[config.mk]
export PLATFORM = sky130hd
export DESIGN_NAME = sd_dat_transfer_sequencer
export DESIGN_NICKNAME = d
export VERILOG_FILES = /design/src/rtl/sd_dat_transfer_sequencer.sv
export SDC_FILE = /design/constraint.sdc
export NUM_CORES = 1
export LEC_CHECK = 0
export BUFFER_PORTS_ARGS = -buffer_cell sky130_fd_sc_hd__buf_2
export CORE_MARGIN = 2
export CORE_UTILIZATION = 27
export CTS_CLUSTER_DIAMETER = 60
export CTS_CLUSTER_SIZE = 28
export DETAILED_ROUTE_END_ITERATION = 16
export PLACE_DENSITY = 0.55
export SYNTH_ARGS = -nofsm -noshare
export SYNTH_HDL_FRONTEND = slang
export SYNTH_SLANG_ARGS = --single-unit
[constraint.sdc]
create_clock -name sd_clock -period 1.7 [get_ports sd_clock]
set_clock_uncertainty 0.05 [all_clocks]
set_input_delay 0.255 -clock sd_clock [delete_from_list [all_inputs] [get_ports sd_clock]]
set_output_delay 0.255 -clock sd_clock [all_outputs]
set_load 0.01 [all_outputs]
[src/rtl/sd_dat_transfer_sequencer.sv]
// DAT-line block transfer sequencer: arbitrates DMA/PIO requesters onto the phys.
// Optional build macro SD_DAT_RETRY_EN re-issues a timed-out transfer up to MAX_RETRY times.
module sd_dat_transfer_sequencer #(
    parameter logic [15:0] TIMEOUT_DEFAULT = 16'hFFFF
`ifdef SD_DAT_RETRY_EN
    ,
    parameter int MAX_RETRY = 2
`endif
) (
    input  logic        sd_clock,
    input  logic        reset,
    input  logic [1:0]  req_i,
    input  logic [1:0]  wr_i,
    input  logic [1:0]  mult_i,
    input  logic [3:0]  blocks0_i,
    input  logic [3:0]  blocks1_i,
    output logic [1:0]  grant_o,
    output logic [1:0]  done_o,
    output logic        err_o,
    output logic        strobe_o,
    output logic        ack_o,
    output logic        idle_o,
    output logic        wr_o,
    output logic        mult_o,
    output logic [3:0]  blocks_o,
    output logic [15:0] timeout_reg_o,
    input  logic        phys_ready_i,
    input  logic        phys_cmpl_i,
    input  logic        phys_ack_i,
    input  logic        phys_tmo_i
);

    typedef enum logic [3:0] {
        S_IDLE    = 4'd0,
        S_ARB     = 4'd1,
        S_ISSUE   = 4'd2,
        S_BUSY    = 4'd3,
        S_ACK     = 4'd4,
        S_ABORT   = 4'd5,
        S_RETRY   = 4'd6,
        S_RELEASE = 4'd7
    } state_t;

    state_t state, state_d;

    logic [1:0] grant_d, done_d;
    logic       err_d, strobe_d, ack_d, idle_d;
    logic       wr_d, mult_d;
    logic [3:0] blocks_d;
    logic       last, last_d;
    logic       win;
    logic       retry_ok;

    assign timeout_reg_o = TIMEOUT_DEFAULT;

    // Tie goes to the requester that did not win last time.
    assign win = (req_i == 2'b10) || (req_i == 2'b11 && !last);

`ifdef SD_DAT_RETRY_EN
    localparam logic [1:0] MAX_R = 2'(MAX_RETRY);
    logic [1:0] retry_cnt, retry_cnt_d;
    assign retry_ok = (retry_cnt < MAX_R);
`else
    assign retry_ok = 1'b0;
`endif

    always_ff @(posedge sd_clock) begin
        if (reset) begin
            state    <= S_IDLE;
            grant_o  <= 2'b00;
            done_o   <= 2'b00;
            err_o    <= 1'b0;
            strobe_o <= 1'b0;
            ack_o    <= 1'b0;
            idle_o   <= 1'b1;
            wr_o     <= 1'b0;
            mult_o   <= 1'b0;
            blocks_o <= 4'd0;
            last     <= 1'b1;
        end else begin
            state    <= state_d;
            grant_o  <= grant_d;
            done_o   <= done_d;
            err_o    <= err_d;
            strobe_o <= strobe_d;
            ack_o    <= ack_d;
            idle_o   <= idle_d;
            wr_o     <= wr_d;
            mult_o   <= mult_d;
            blocks_o <= blocks_d;
            last     <= last_d;
        end
    end

`ifdef SD_DAT_RETRY_EN
    always_ff @(posedge sd_clock) begin
        if (reset) retry_cnt <= 2'd0;
        else       retry_cnt <= retry_cnt_d;
    end
`endif

    always_comb begin
        state_d = state;
        case (state)
            S_IDLE:    if (|req_i) state_d = S_ARB;
            S_ARB:     state_d = (|req_i) ? S_ISSUE : S_IDLE;
            S_ISSUE:   if (phys_ready_i) state_d = S_BUSY;
            S_BUSY: begin
                if (phys_cmpl_i)     state_d = S_ACK;
                else if (phys_tmo_i) state_d = S_ABORT;
            end
            S_ACK:     if (phys_ack_i) state_d = S_RELEASE;
            S_ABORT:   state_d = S_RETRY;
            S_RETRY:   state_d = retry_ok ? S_ISSUE : S_RELEASE;
            S_RELEASE: state_d = S_IDLE;
            default:   state_d = S_IDLE;
        endcase
    end

    always_comb begin
        grant_d  = grant_o;
        done_d   = 2'b00;
        err_d    = 1'b0;
        strobe_d = 1'b0;
        ack_d    = ack_o;
        idle_d   = 1'b0;
        wr_d     = wr_o;
        mult_d   = mult_o;
        blocks_d = blocks_o;
        last_d   = last;
`ifdef SD_DAT_RETRY_EN
        retry_cnt_d = retry_cnt;
`endif
        case (state)
            S_ARB: begin
                if (|req_i) begin
                    grant_d  = win ? 2'b10 : 2'b01;
                    wr_d     = wr_i[win];
                    mult_d   = mult_i[win];
                    blocks_d = win ? blocks1_i : blocks0_i;
                    last_d   = win;
                end
            end
            S_ISSUE:   strobe_d = phys_ready_i;
            S_BUSY: begin
                if (phys_cmpl_i)     ack_d  = 1'b1;
                else if (phys_tmo_i) idle_d = 1'b1;
            end
            S_ACK: begin
                if (phys_ack_i) begin
                    ack_d  = 1'b0;
                    done_d = grant_o;
                end
            end
            S_RETRY: begin
                if (!retry_ok) begin
                    done_d = grant_o;
                    err_d  = 1'b1;
                end
`ifdef SD_DAT_RETRY_EN
                else if (retry_cnt != 2'd3) begin
                    retry_cnt_d = retry_cnt + 2'd1;
                end
`endif
            end
            S_RELEASE: begin
                grant_d = 2'b00;
`ifdef SD_DAT_RETRY_EN
                retry_cnt_d = 2'd0;
`endif
            end
            S_IDLE, S_ABORT: ;
            default: begin
                grant_d = 2'b00;
                ack_d   = 1'b0;
                idle_d  = 1'b1;
            end
        endcase
    end

endmodule
# [Word level (Yosys, flattened, before mapping)]
# Index checks and enable logic that the tools add are counted.
[totals] elab_cells=67 out_inout_bits=30 reg_bits=19 in_bits=20
[classes] n_lt_le_gt_ge=1 reduce_logical=13 n_eq_ne=15 n_bitwise=3 n_mux=24
[op_table] op="$pmux 4 s7" count=1
[op_table] op="$mux 4" count=6
[op_table] op="$eq 4x3->1 const B" count=4
[op_table] op="$reduce_or 6->1" count=2
[op_table] op="$ne 2x2->1 const B" count=5
[op_table] op="$mux 1" count=9
[op_table] op="$eq 4x2->1 const B" count=2
[op_table] op="$mux 2" count=4
[op_table] op="$pmux 2 s2" count=2
[op_table] op="$reduce_or 7->1" count=1
[op_table] op="$eq 2x2->1 const B" count=2
[op_table] op="$eq 4x1->1 const B" count=1
[op_table] op="$logic_not 4->1" count=1
[op_table] op="$reduce_and 2->1" count=2
[op_table] op="$reduce_and 4->1" count=1
[op_table] op="$reduce_or 2->1" count=2
[op_table] op="$ne 3x3->1 const B" count=1
[op_table] op="$not 1->1" count=3
[op_table] op="$pmux 1 s3" count=1
[op_table] op="$reduce_and 3->1" count=1
[op_table] op="$lt 1x2->1 const B" count=1
[op_table] op="$pmux 1 s2" count=1
[op_table] op="$logic_and 1x1->1" count=1
[op_table] op="$logic_not 1->1" count=1
[op_table] op="$logic_or 1x1->1" count=1

# [Longest topological paths before layout]
[logic_depth] depth_word=6 depth_mapped=4 ltp_nobuf=3

# [Worst setup path before layout]
# OpenSTA, ideal clock, no wires.
[synth_path] kind="register -> register" startpoint="register state[1]" endpoint="register ack_o" stages_incl_launch_ff=4 required_ns=1.516 setup_time_ns=0.134 arrival_ns=1.062 path_slack_ns=0.454 synth_period_minus_slack_ns=1.246 path_cell_list="dfxtp_1 or4b_4 a21oi_1 a311oi_2"
[synth_via] elab_chain_cells=4 elab_cells_between_ends=14
[synth_lines] item="start, declared" line="44" text="state_t state, state_d;"
[synth_lines] item="start signal, assigned" line="81" text="state <= state_d;"
[synth_lines] item="$eq 4x3->1, or another cell as far along" line="134" text="case (state)"
[synth_lines] item="$reduce_or 6->1 (no source line)"
[synth_lines] item="$not 1->1 (no source line)"
[synth_lines] item="$reduce_and 3->1 (no source line)"
[synth_lines] item="end signal, assigned" line="86" text="ack_o <= ack_d;"
[synth_lines] item="end, declared" line="21" text="output logic ack_o,"
# Parallel ways exist; a longest one is shown, timed or not.
# A chain may end at the register's enable or synchronous reset.

# [Final worst setup path]
# Ends and elaborated chain as after synthesis.

==> impl_metrics.yaml <==
critical_path:
  arrival_ns: 1.57
  path_max_fanout: 15
  startpoint_type: "flop"
  cpMaxStageDelayCell: "or4b_4"
  endpoint_kind: "flop"
  r2r-start: "state[1]$_SDFFE_PP0P_"
  regToRegSetupSlack_ns: 0.25
  critPathKind: "flop to flop"
  cpPeakStageDelay_ns: 0.58
  r2r_end: "ack_o$_SDFFE_PP0P_"
  path_cells: "or4b_4 > a21oi_1 > a311oi_2"
  critical_path_buf_inv_count: 0
  reg2reg_depth: 3
  cp.required_ns: 1.82
  worst_path_dominant_cell_family: "simple AND/OR/NAND/NOR gates"
  crit_cells: 3
  cp-startpoint: "state[1]$_SDFFE_PP0P_"
floorplanning:
  design.portCount: 50
  rows: 21
  initial_core_util_pct: 28.75
  die_w_um: 64.32
  coreArea_um2: 3416
  die_y_um: 64.32
  die-area_um2: 4136
sta:
  fin_setup_tns_ns: 0
  timing.final.ws_setup_ns: 0.2479
  hold_viol: 0
  max_freq_ghz: 0.6887
  setup_viol: 0
  timing.hold.ws_ns: 0.1727
  period_share_pct: 85.42
  rsz0062_at_grt: "no"
  drv_slew: 0
  period_minus_slack_ns: 1.452
routing:
  dr_total_vias: 873
  via_per_inst: 4.644
  wl_um: 2091
  first_pass_iters: 4
  drc: 0
  drt_iter0_drc: 41
  detail-route-antenna-nets: 0
  avgRoutedWirePerCell_um: 11.12
status:
  status: "completed"
cts:
  root_buffer: "clkbuf_4"
  path_clk_slew_ns: 0.10
  ctsHoldBuffers: 0
  cts_made_buffers: 3
  clk_latency_ns: 0.29
  post_cts_buffers: 0
  clock_sinks: 18
  cts-resized-gates: 0
  cts_tree: "yes"
  cts_max_level: 1
  clock_path_buffers: 2
global_route:
  grt_pass1_vias: 812
  grt_pass1_wl_um: 3684
  grt_max_degree: 18
  grt_antenna_before_repair: 0
  grtUsageTotal_pct: 11.14
  overflow: 0
hold_path:
  hold_end: "strobe_o$_SDFF_PP0_"
  min_from: "phys_ready_i"
  hold_path_class: "input pin to flop"
  hold_path_depth: 3
power:
  power_density_nw_per_um2: 866.5
  ir_drop_mv: 0.3937
  power.leakage_nw: 0.5074
place:
  dp_hpwl_um: 1630
  place_ws_ns: 0.2768
  gp_congestion: 0.7932
  io_buffers: 33
synthesis:
  synth_edf_count: 0
  yosysWarnings: 0
  synth_flop_cell: "dfxtp_1"
  yosysSeqAreaShare_pct: 36.69
  avgSynthCellArea_um2: 8.929
  async_flop_share_pct: 0
  ys_types: 35
  ys_ff_latch: 18
  synthCells: 110
  syn_area_um2: 982.2
layout:
  flow.area_growth_from_synthesis_pct: 17.96
  drive_above_1_share_pct: 33.10
  utilization_pct: 33.92
  final_nets: 163
  diodes: 0
run:
  cap_violations: 0
synthesized netlist by cell type, types with 3 or more instances:
cell	count	area share, %
a21oi_1	5	2.5
a221oi_1	5	4.5
o21ai_0	4	2.0
o32ai_1	6	5.4
dfxtp_1	18	37
inv_1	8	3.1
nor2_1	3	1.1
buf_4	19	15
nand3b_1	4	3.1
buf_2	3	1.5
nor3_1	3	1.5
nand2_1	3	1.1
flip-flops by register name, summed over array words and instances (netlist names), 2 cells and up:
signal and cells:
done_o 2, state 3, blocks_o 4, grant_o 2
how the worst max path moves through the flow:
stage,endpoint,slack (ns)
floorplan,ack_o$_SDFFE_PP0P_,0.45
global placement,ack_o$_SDFFE_PP0P_,0.31
detailed placement,ack_o$_SDFFE_PP0P_,0.28
CTS,ack_o$_SDFFE_PP0P_,0.24
global route,blocks_o[1]$_SDFFE_PP0P_,0.13
finish,ack_o$_SDFFE_PP0P_,0.25
stage by stage:
step / cell area (um2) / cells / power, W
2_1_floorplan: 1039 / 125 / 0.0007021
3_3_place_gp: 1122 / 184 / 0.0007510
3_5_place_dp: 1122 / 184 / 0.0007576
4_1_cts: 1159 / 188 / 0.001016
5_1_grt: 1159 / 188 / 0.001078
6_report: 1159 / 188 / 0.001004
kinds of logic (layout without fill, tap and decap cells):
family / after synthesis / count (layout) / synth area share, %
AND/OR/NAND/NOR: 26 / 26 / 17.45
other: 1 / 16 / 0.3818
flip-flops: 18 / 18 / 36.69
AO/OA/AOI/OAI: 32 / 32 / 25.22
buffers and inverters: 33 / 50 / 20.25
cell type report:
class                      count  area [um2]
sequential                    18       360.3
tap                           46       57.56
timing repair buffer          36       187.7
multi-input combinational     74       479.2
inverter                      10       37.54
fill                         388        2257
clock buffer                   4       36.28
layer usage:
metal,GRT usage [%],share of wire [%],vias up
li1,-,-,429
met1,14.32,46,403
met2,18.23,46,39
met3,2.993,7.2,2
met4,3.191,1.3,0
met5,0,0,-
cells in the final DEF, fill, tap and decap left out:
| master | synthesis | final |
|---|---|---|
| nand2_1 | 3 | 3 |
| inv_2 | 2 | 2 |
| a31oi_1 | 2 | 2 |
| nand2b_1 | 2 | 2 |
| buf_4 | 19 | 3 |
| a221oi_1 | 5 | 5 |
| or3_1 | 1 | 1 |
| o32ai_1 | 6 | 6 |
| a311oi_2 | 1 | 1 |
| o21ai_1 | 1 | 1 |
| nor3_1 | 3 | 3 |
| nor2b_1 | 2 | 2 |
| conb_1 | 1 | 16 |
| a21bo_2 | 1 | 1 |
| nor3b_1 | 1 | 1 |
| a21oi_1 | 5 | 5 |
| o21ai_0 | 4 | 4 |
| nor4b_1 | 1 | 1 |
| o211a_1 | 1 | 1 |
| o22ai_1 | 1 | 1 |
| nor3b_2 | 1 | 1 |
| clkbuf_8 | 0 | 1 |
| nand3b_1 | 4 | 4 |
| o21bai_1 | 2 | 2 |
| or4b_4 | 1 | 1 |
| inv_1 | 8 | 8 |
| a221oi_2 | 1 | 1 |
| nand4bb_1 | 1 | 1 |
| nor2_1 | 3 | 3 |
| clkbuf_4 | 0 | 3 |
| dfxtp_1 | 18 | 18 |
| nor4_1 | 1 | 1 |
| a211oi_1 | 1 | 1 |
| buf_2 | 3 | 33 |
| and2_1 | 2 | 2 |
| a221o_1 | 1 | 1 |
where the power goes:
part / leakage [nW] / switching, W / internal [W]
clock network: 0.0210 / 0.000125 / 0.000130
registers: 0.147 / 0.0000397 / 0.000462
logic: 0.339 / 0.000137 / 0.000110
worst reg2reg max path, delay by kind of cell (launching register included):
kind,cells,cell delay [ns]
and+or+nand+nor,1,0.58
DFF,1,0.46
AOI/OAI and AO/OA,2,0.24
Power figures use the tool's default switching activity.
